--- config.mk ---
export PLATFORM = sky130hd
export DESIGN_NAME = mux_scan_ctrl_flat
export DESIGN_NICKNAME = d
export VERILOG_FILES = /design/src/rtl/mux_scan_pkg.sv /design/src/rtl/mux_scan_ctrl_if.sv /design/src/rtl/mux_scan_ctrl.sv /design/src/flat_wrapper.sv
export SDC_FILE = /design/constraint.sdc
export NUM_CORES = 1
export LEC_CHECK = 0
export CORE_ASPECT_RATIO = 1.4
export CORE_UTILIZATION = 50
export CTS_BUF_LIST = sky130_fd_sc_hd__clkbuf_2
export DETAILED_ROUTE_END_ITERATION = 6
export PLACE_DENSITY = 0.83
export SLEW_MARGIN = 20
export SYNTH_ARGS = -nofsm -noshare
export SYNTH_HDL_FRONTEND = slang
export SYNTH_SLANG_ARGS = --single-unit
--- constraint.sdc ---
create_clock -name clk -period 2.1 [get_ports clk]
set_input_delay 0.315 -clock clk [delete_from_list [all_inputs] [get_ports clk]]
set_output_delay 0.315 -clock clk [all_outputs]
set_load 0.02 [all_outputs]
--- src/rtl/mux_scan_pkg.sv ---
// rtl/mux_scan_pkg.sv - shared types and constants for the mux scan controller
// Purpose: FSM state encoding and mux select constants.
// Ports: none (package).
package mux_scan_pkg;

  typedef enum logic [1:0] {
    IDLE   = 2'd0,
    SETTLE = 2'd1,
    SAMPLE = 2'd2,
    DONE   = 2'd3
  } state_t;

  localparam logic [1:0] SEL_A = 2'b00;
  localparam logic [1:0] SEL_B = 2'b01;
  localparam logic [1:0] SEL_C = 2'b10;
  localparam logic [1:0] SEL_D = 2'b11;

endpackage

--- src/rtl/mux_scan_ctrl_if.sv ---
// rtl/mux_scan_ctrl_if.sv - signal bundle between the scan controller and its environment
// Purpose: groups scan request, mux feedback and result signals.
// Ports (master = controller side):
//   start, cont, y      : into the controller
//   s1, s0              : mux select lines
//   word, valid, busy   : scan result and status
interface mux_scan_ctrl_if;
  logic       start;
  logic       cont;
  logic       y;
  logic       s1;
  logic       s0;
  logic [3:0] word;
  logic       valid;
  logic       busy;

  modport master (
    input  start, cont, y,
    output s1, s0, word, valid, busy
  );

  modport slave (
    output start, cont, y,
    input  s1, s0, word, valid, busy
  );
endinterface

--- src/rtl/mux_scan_ctrl.sv ---
// rtl/mux_scan_ctrl.sv - sequential scanner that walks a 4:1 mux and assembles a 4-bit word
// Purpose: steps the select through a..d, waits DWELL settle cycles per channel,
//          samples y on the last cycle of each window and emits the word with a valid pulse.
// Ports:
//   clk    : system clock
//   rst_n  : asynchronous active-low reset
//   bus    : master modport (start, cont, y in; s1, s0, word, valid, busy out)
module mux_scan_ctrl
  import mux_scan_pkg::*;
#(
  parameter int unsigned DWELL = 2,
  parameter int unsigned CW    = 8
) (
  input  logic              clk,
  input  logic              rst_n,
  mux_scan_ctrl_if.master   bus
);

  localparam logic [CW-1:0] CNT_LOAD = CW'(DWELL - 1);

  state_t        state_q;
  logic [1:0]    sel_q;
  logic [CW-1:0] cnt_q;
  logic [2:0]    shadow_q;
  logic [3:0]    word_q;
  logic          valid_q;
  logic          busy_q;

  always_ff @(posedge clk or negedge rst_n) begin
    if (!rst_n) begin
      state_q  <= IDLE;
      sel_q    <= SEL_A;
      cnt_q    <= '0;
      shadow_q <= '0;
      word_q   <= '0;
      valid_q  <= 1'b0;
      busy_q   <= 1'b0;
    end else begin
      // valid is a single-cycle pulse; only the final SAMPLE re-asserts it
      valid_q <= 1'b0;
      case (state_q)
        IDLE: begin
          if (bus.start) begin
            state_q <= SETTLE;
            sel_q   <= SEL_A;
            cnt_q   <= CNT_LOAD;
            busy_q  <= 1'b1;
          end
        end
        SETTLE: begin
          // loading DWELL-1 and leaving on zero gives exactly DWELL cycles here
          if (cnt_q != '0) begin
            cnt_q <= cnt_q - CW'(1);
          end else begin
            state_q <= SAMPLE;
          end
        end
        SAMPLE: begin
          if (sel_q != SEL_D) begin
            shadow_q[sel_q] <= bus.y;
            sel_q           <= sel_q + 2'd1;
            cnt_q           <= CNT_LOAD;
            state_q         <= SETTLE;
          end else begin
            // channel d goes straight into the word, never through the shadow
            word_q  <= {bus.y, shadow_q};
            valid_q <= 1'b1;
            sel_q   <= SEL_A;
            busy_q  <= 1'b0;
            state_q <= DONE;
          end
        end
        DONE: begin
          if (bus.cont || bus.start) begin
            state_q <= SETTLE;
            sel_q   <= SEL_A;
            cnt_q   <= CNT_LOAD;
            busy_q  <= 1'b1;
          end else begin
            state_q <= IDLE;
          end
        end
        default: state_q <= IDLE;
      endcase
    end
  end

  assign bus.s1    = sel_q[1];
  assign bus.s0    = sel_q[0];
  assign bus.word  = word_q;
  assign bus.valid = valid_q;
  assign bus.busy  = busy_q;

endmodule

--- src/flat_wrapper.sv ---
// flat-port wrapper written by rule: the top's interface ports become plain ports
module mux_scan_ctrl_flat import mux_scan_pkg::*;
#(
  parameter int unsigned DWELL = 2,
  parameter int unsigned CW    = 8
)
  (clk, rst_n, bus_start, bus_cont, bus_y, bus_s1, bus_s0, bus_word, bus_valid, bus_busy);
  mux_scan_ctrl_if bus_i ();
  input  logic clk;
  input  logic rst_n;
  input wire logic [$bits(bus_i.start)-1:0] bus_start;
  input wire logic [$bits(bus_i.cont)-1:0] bus_cont;
  input wire logic [$bits(bus_i.y)-1:0] bus_y;
  output wire logic [$bits(bus_i.s1)-1:0] bus_s1;
  output wire logic [$bits(bus_i.s0)-1:0] bus_s0;
  output wire logic [$bits(bus_i.word)-1:0] bus_word;
  output wire logic [$bits(bus_i.valid)-1:0] bus_valid;
  output wire logic [$bits(bus_i.busy)-1:0] bus_busy;
  assign bus_i.start = bus_start;
  assign bus_i.cont = bus_cont;
  assign bus_i.y = bus_y;
  assign bus_s1 = bus_i.s1;
  assign bus_s0 = bus_i.s0;
  assign bus_word = bus_i.word;
  assign bus_valid = bus_i.valid;
  assign bus_busy = bus_i.busy;
  mux_scan_ctrl #(.DWELL(DWELL), .CW(CW)) u_core (.clk(clk), .rst_n(rst_n), .bus(bus_i));
endmodule
# ---- Yosys cells after proc, flatten, opt, wreduce, memory -nomap -nowiden
# Index checks and enable logic that the tools add are counted.
dict set report word_totals {
  reg_bits 21
  out_inout_bits 8
  elab_cells 56
}
dict set report classes {
  n_addsub 2
  n_lt_le_gt_ge 2
  n_eq_ne 10
  muxes 23
  bitwise 1
  reduce_logical 11
}
# cell count
set ops {}
lappend ops {{two-way mux 8 bit} 4}
lappend ops {{case mux 8 bit (4 select lines)} 1}
lappend ops {{two-way mux 2 bit} 6}
lappend ops {{inequality test 2 bit (second input constant)} 4}
lappend ops {{case mux 2 bit (4 select lines)} 1}
lappend ops {{AND reduction 4 bit} 2}
lappend ops {{nonzero test 8 bit} 1}
lappend ops {{subtractor 8 x 1 -> 8 bit (second input constant)} 1}
lappend ops {{two-way mux 1 bit} 7}
lappend ops {{inequality test 2 x 1 -> 1 bit (second input constant)} 3}
lappend ops {{case mux 2 bit (3 select lines)} 1}
lappend ops {{AND reduction 2 bit} 3}
lappend ops {{== test 2 bit (second input constant)} 2}
lappend ops {{bitwise mux 3 bit} 1}
lappend ops {{< comparator 2 x 3 -> 1 bit (second input constant)} 1}
lappend ops {{case mux 1 bit (3 select lines)} 1}
lappend ops {{AND reduction 3 bit} 1}
lappend ops {{nonzero test 3 bit} 1}
lappend ops {{adder 2 x 1 -> 2 bit (second input constant)} 1}
lappend ops {{demux 1 bit (select 2 bit)} 1}
lappend ops {{== test 2 x 1 -> 1 bit (second input constant)} 1}
lappend ops {{greater-or-equal comparator 2 x 1 -> 1 bit (second input constant)} 1}
lappend ops {{logical NOT 2 bit} 1}
lappend ops {{logical AND 1 bit} 1}
lappend ops {{2 further kinds} 2}

# ---- Depth between registers and ports, before layout
dict set report logic_depth {
  depth_word 5
  depth_mapped 5
}

# ---- Worst setup path before layout
# OpenSTA, ideal clock, no wires.
dict set report synth_path {
  path_type {register to register}
  startpoint {register u_core.sel_q[0]}
  endpoint {register u_core.cnt_q[1]}
  arrival_ps 1519
  t_required_ps 1960
  slack_ps 441
  path_stages_with_launch 6
  n_path_buf 1
  cell_sequence {dfrtp_1 > ha_1 > and3b_1 > clkbuf_1 > a221oi_2 > o31ai_1}
}
dict set report synth_between {
  elab_chain_len 3
}
# item line_no
set synth_lines {}
lappend synth_lines {{start, declared} mux_scan_ctrl.sv:22} ;# logic [1:0] sel_q;
lappend synth_lines {{start signal, assigned} mux_scan_ctrl.sv:61} ;# sel_q <= sel_q + 2'd1;
lappend synth_lines {{inequality test 2 bit} mux_scan_ctrl.sv:59} ;# if (sel_q != SEL_D) begin
lappend synth_lines {{inequality test 2 x 1 -> 1 bit (no source line)} -}
lappend synth_lines {{AND reduction 4 bit (no source line)} -}
lappend synth_lines {{end signal, assigned} mux_scan_ctrl.sv:53} ;# cnt_q <= cnt_q - CW'(1);
lappend synth_lines {{end, declared} mux_scan_ctrl.sv:23} ;# logic [CW-1:0] cnt_q;
# No other way between the ends.
# A chain may end at the register's enable or synchronous reset.

# ---- Worst setup path in the final report
# Ends and elaborated chain as after synthesis.

==> summary.txt <==
Floorplanning
  • Row count: 19
  • Die ar.: 0.00236 mm²
  • Initial Utilization: 54.3%
  • CORE AREA: 0.00200 mm²
  • IO Count: 13
  • Die Ht: 57.1 µm
  • DIE WIDTH: 41.3 µm

Layout
  • P&R area growth vs syn: 16.7%
  • Final nets: 125
  • Fraction of layout instances using a drive strength above 1: 15.9%
  • Utilization after layout: 63.3%
  • Post-Layout Cell Count: 134
  • Antenna cells: 0
  • Commonest non-fill, non-tap cell in the layout: dfrtp_1
  • Most frequent cells in the layout: dfrtp_1, clkdlybuf4s50_1, mux2_2, inv_1, a21oi_1

Placement
  • DP HPWL: 1600 µm
  • IO Port Bufs: 12
  • RePlAce Congestion: 0.733
  • Placed cells: 130

STA
  • Maximum clock rate: 0.549 GHz
  • Worst-margin pin slew: 0.695 ns
  • Slew Viols, Final: 0
  • Clk_skew: 0.00576 ns
  • Tmin final: 1.82 ns
  • Final hold vios: 0
  • Hold slack: 0.302 ns
  • Final period utilization: 86.8%
  • Rel. slew slack: 53.3%
  • RSZ-0062 raised after global routing: no
  • Setup violators final: 0
  • Setup TNS: 0 ns

Critical path
  • CP Capture Type: flip-flop
  • CP arrival: 2.02 ns
  • Critical Path Max Stage Delay: 0.54 ns
  • WP data required: 2.30 ns
  • CP delay by family, top: compound AO/OA/AOI/OAI gates
  • CP Launch Point: u_core.sel_q[0]
  • Worst Path Buf+Inv: 0
  • Worst Setup Start Kind: flip-flop
  • Cells along the critical path: ha_1, and3b_1, a221oi_2, o31ai_1
  • Crit path max fanout: 8
  • Kind of critical path: flip-flop to flip-flop
  • Critical path's slowest cell: a221oi_2
  • Reg-to-reg startpoint: u_core.sel_q[0]

Drt
  • First-pass DRT Iterations: 4
  • ANT nets after route: 0
  • DRC viols: 0
  • Via count: 818
  • Final Routed Wirelength: 2190 µm
  • Iter 0 DRT Violations: 21
  • WL/cell: 16.3 µm
  • Vias per cell: 6.10

Run
  • Max-cap violations: 0

Global route
  • Initial antenna violation count: 0
  • GRT overflow: 0
  • Vias in the first global route: 837
  • First-pass GRT wire length: 3600 µm
  • GRT Total Usage: 21.9%
  • Largest net degree at the start of global routing: 22

Power and ir drop
  • PD cells: 1190 mW/mm²
  • Sequential power share: 43.1%
  • Leakage power: 0.000552 µW
  • Comb pwr share: 45.7%
  • Internal: 888 µW
  • Clk pwr share: 11.2%
  • Sw Share: 40.9%
  • Sw Pwr: 616 µW
  • Worst IR drop on VDD: 0.584 mV

Synth
  • Yosys cell types: 33
  • Main combinational cell family by area after synthesis: compound AO/OA/AOI/OAI gates
  • Xor and xnor area share after synthesis: 0%
  • Post-synth ARST share: 100%
  • #FFs+latches synth: 21
  • Sequential-to-total area share from yosys stat: 48.5%
  • Synth Flop Type: dfrtp_1
  • Post-Syn Nets: 107
  • Simple-gate share of the synthesized area: 14.7%
  • Post-Synth Adder-Cell Area: 6.93%
  • YS warnings: 0
  • Synth Area in Compound Gates: 18.5%
  • EDFF count, synth: 0
  • Mapped Avg Cell Area: 11.3 µm²
  • Cells after Synth: 96
  • Cell Area, Synth: 0.00108 mm²
  • Multiplexer share of the synthesized area: 8.31%

Run status
  • Status: completed

CTS
  • Gates resized, CTS repair: 0
  • Total CTS buffers: 3
  • CTS Sinks: 21
  • Clock Tree Buf Depth: 2
  • H-tree levels: 1
  • Clock tree from TritonCTS: done
  • Clock Latency Late Sink: 0.32 ns
  • Clock root cell: clkbuf_2
  • Clk pin slew, worst setup/hold paths: 0.19 ns
  • CTS Hold Bufs: 0
  • Postcts setup bufs: 0

Worst hold path
  • Worst Hold Class: primary input to async pin
==> routing by layer <==
metal,up-vias,track usage (%),part of all wire (%)
met3,6,4.67,4.7
met1,396,25.7,40
li1,393,-,-
met2,23,36.6,53
met5,-,0,0
met4,0,8.76,1.8
==> registers in the layout (all words and copies together), names as in the netlist <==
register,count
u_core.bus.busy,1
u_core.bus.word,4
u_core.shadow_q,3
u_core.bus.valid,1
u_core.state_q,2
u_core.sel_q,2
u_core.cnt_q,8
==> logic make-up after synthesis <==
group,Yosys count
adders and majority gates,6
DFF,21
buffers and inverters,9
AOI/OAI and AO/OA,28
and+or+nand+nor,24
muxes,8
==> through the flow <==
step,cell area (µm²),setup WS (ns),power [µW]
after floorplan,1080,0.441,1120
after global placement,1240,0.341,1290
after detailed placement,1240,0.236,1340
after CTS,1260,0.283,1500
after global routing,1260,0.136,1620
final,1260,0.277,1500
==> final timing paths <==
check	slack, ns	cells after the start	end
max	0.28	4	u_core.cnt_q[1]
min	0.30	2	u_core.bus.word[3]
max reg2reg	0.28	4	u_core.cnt_q[1]
min reg2reg	0.54	1	u_core.bus.word[2]
max in group asynchronous	1.59	2	u_core.bus.word[2]
min in group clk	0.54	1	u_core.bus.word[2]
==> power groups by stage <==
stage | Sequential, µW | Combinational [µW] | Clock [µW]
floorplan | 630 | 485 | 0
global placement | 641 | 651 | 0
detailed placement | 653 | 684 | 0
CTS | 645 | 691 | 166
global route | 665 | 770 | 187
finish | 647 | 688 | 168
==> cell usage after synthesis, drive strengths merged, types with 2 or more instances <==
library cell | instances | area share (%)
a211o | 3 | 2.4
a21oi | 7 | 3.2
a22o | 2 | 1.6
and3b | 2 | 1.6
clkbuf | 2 | 0.69
dfrtp | 21 | 48
ha | 6 | 6.9
inv | 7 | 2.4
mux2 | 8 | 8.3
nand2 | 3 | 1.0
nand2b | 3 | 1.7
nor2 | 4 | 1.4
nor3b | 2 | 1.4
o21ai | 4 | 1.8
o31ai | 3 | 2.1
or4 | 2 | 1.4
==> layout make-up <==
| cell class | count | area [µm²] |
|---|---|---|
| Sequential cell | 21 | 526 |
| Tap cell | 21 | 26.3 |
| Fill cell | 170 | 732 |
| Multi-Input combinational cell | 66 | 524 |
| Inverter | 7 | 26.3 |
| Clock buffer | 4 | 20.0 |
| Timing Repair Buffer | 15 | 143 |
Power figures use the tool's default switching activity.
==> patch: new RTL, same flow settings <==
`CW` is set to 8 in 2 places; all go to 9.
--- a/src/rtl/mux_scan_ctrl.sv
+++ b/src/rtl/mux_scan_ctrl.sv
@@ -11,3 +11,3 @@
   parameter int unsigned DWELL = 2,
-  parameter int unsigned CW    = 8
+  parameter int unsigned CW    = 9
 ) (
--- a/src/flat_wrapper.sv
+++ b/src/flat_wrapper.sv
@@ -4,3 +4,3 @@
   parameter int unsigned DWELL = 2,
-  parameter int unsigned CW    = 8
+  parameter int unsigned CW    = 9
 )
Formal check against the unedited RTL: same outputs for any inputs over 10 cycles, from zero or initial values and one cycle with rst_n low; that may be too few to reach the edited logic, so the function may still have changed.
==> patch against the original RTL <==
- final cell count grew 3.0%
- setup slack got worse by 13 ps
- design area grew 1.6%
- fmax decreased by 0.70%
- routed wire length shrank 8.6%
- area after synthesis fell by 0.46%
- sequential cell count increased by 1
Power is not compared: it rests on default switching activity, and its combinational part moved more than twofold at a synthesized area within 25%.
==> patch: results (changes against the original RTL) <==
| Metric | Value |
|---|---|
| Non-filler cells, final | `138 (was 134)` |
| Skew final | `6.23 ps (was 5.76 ps)` |
| Syn Nets | `109 (was 107)` |
| First-pass GRT wire length | `3.36 mm (was 3.60 mm)` |
| Tightest Pin Transition | `540 ps (was 695 ps)` |
| Share of cells above drive strength 1 | `0.137 (was 0.159)` |
| Starting DRT DRC Count | `14 (was 21)` |
| Top post-synthesis cells by count | `dfrtp_1 (22), nand2_1 (10), mux2_2 (7) (was dfrtp_1 (21), mux2_2 (8), a21oi_1 (7), inv_1 (7), ha_1 (6))` |
| Worst path max stage delay | `480 ps (was 540 ps)` |
| Fillers | `158 (was 170)` |
| Crit path DAT | `2090 ps (was 2020 ps)` |
| Slowest stage cell, crit path | `nor4b_1 (was a221oi_2)` |
| GP Congestion | `0.807 (was 0.733)` |
| Met1 Usage GRT | `0.269 (was 0.257)` |
| Routed vias | `786 (was 818)` |
| Worst Reg-to-Reg Cells | `7 (was 4)` |
| Lkg Pwr | `0.553 nW` |
| Met3 Track Usage GR | `0.0428 (was 0.0467)` |
| Register area share after synthesis | `0.510 (was 0.485)` |
| Initial antenna violation count | `0 (unchanged)` |
| Top post-synthesis cells by area | `dfrtp_1 (51%), mux2_2 (7.3%), ha_1 (5.8%) (was dfrtp_1 (48%), mux2_2 (8.3%), ha_1 (6.9%))` |
| Total CTS buffers | `3 (unchanged)` |
| Pin count of the biggest net entering global routing | `23 (was 22)` |
| Worst reg2reg startpoint | `u_core.cnt_q[0] (was u_core.sel_q[0])` |
| Worst-Skew Late Latency | `340 ps (was 320 ps)` |
| Vias in the first global route | `795 (was 837)` |
| Max reg flops | `9 (was 8)` |
| HPWL Detailed | `1.51 mm (was 1.60 mm)` |
| Gr usage total | `0.208 (was 0.219)` |
| Placed Instances | `134 (was 130)` |
| R2R Path End | `u_core.cnt_q[7] (was u_core.cnt_q[1])` |
| Status | `complete, no violations (unchanged)` |
| First-pass detailed-route iteration total | `4 (unchanged)` |
| CP Max Fanout | `5 (was 8)` |
| Die width | `41.3 um (about the same)` |
| Met3 wire length | `70 um (was 102 um)` |
[patch: power by group]
| part | switching [mW] | internal [mW] | total (mW) |
|---|---|---|---|
| combinational | 0.0212 | 0.0200 | 0.0412 |
| clock | 0.130 | 0.164 | 0.294 |
| sequential | 0.00428 | 0.430 | 0.435 |
| total | 0.156 | 0.614 | 0.770 |
[patch: final cells by class]
| cell class | count | area, um2 | area share |
|---|---|---|---|
| Clock buffer | 3 | 15.0 | 0.0117 |
| Clock inverter | 1 | 30.0 | 0.0234 |
| Inverter | 5 | 18.8 | 0.0146 |
| Multi-Input combinational cell | 72 | 509 | 0.396 |
| Sequential cell | 22 | 551 | 0.428 |
| Tap cell | 21 | 26.3 | 0.0204 |
| Timing Repair Buffer | 14 | 135 | 0.105 |
[patch: through the flow]
| stage | worst slack, ps | hold WS (ps) | util |
|---|---|---|---|
| 3_3_place_gp | 306 | 483 | 0.621 |
| 6_report | 264 | 283 | 0.643 |
| 4_1_cts | 272 | 299 | 0.643 |
| 3_5_place_dp | 240 | 500 | 0.621 |
| 5_1_grt | 120 | 320 | 0.643 |
| 2_1_floorplan | 465 | 19.4 | - |
[patch: worst reg2reg max path, stage by stage (launching register included)]
cell     delay, ps
dfrtp_1        450
inv_1           70
ha_1           220
nor4b_1        480
a21oi_1        180
o31a_1         140
o21ai_1        130
o31ai_1         80
[patch: logic make-up after synthesis]
logic type	Yosys count	synth area share
XOR/XNOR	1	0.00812
adder cells (fa/ha/maj)	5	0.0580
multiplexers	8	0.0835
buffers and inverters	5	0.0174
AO/OA/AOI/OAI	25	0.155
flip-flops	22	0.510
AND/OR/NAND/NOR	33	0.167
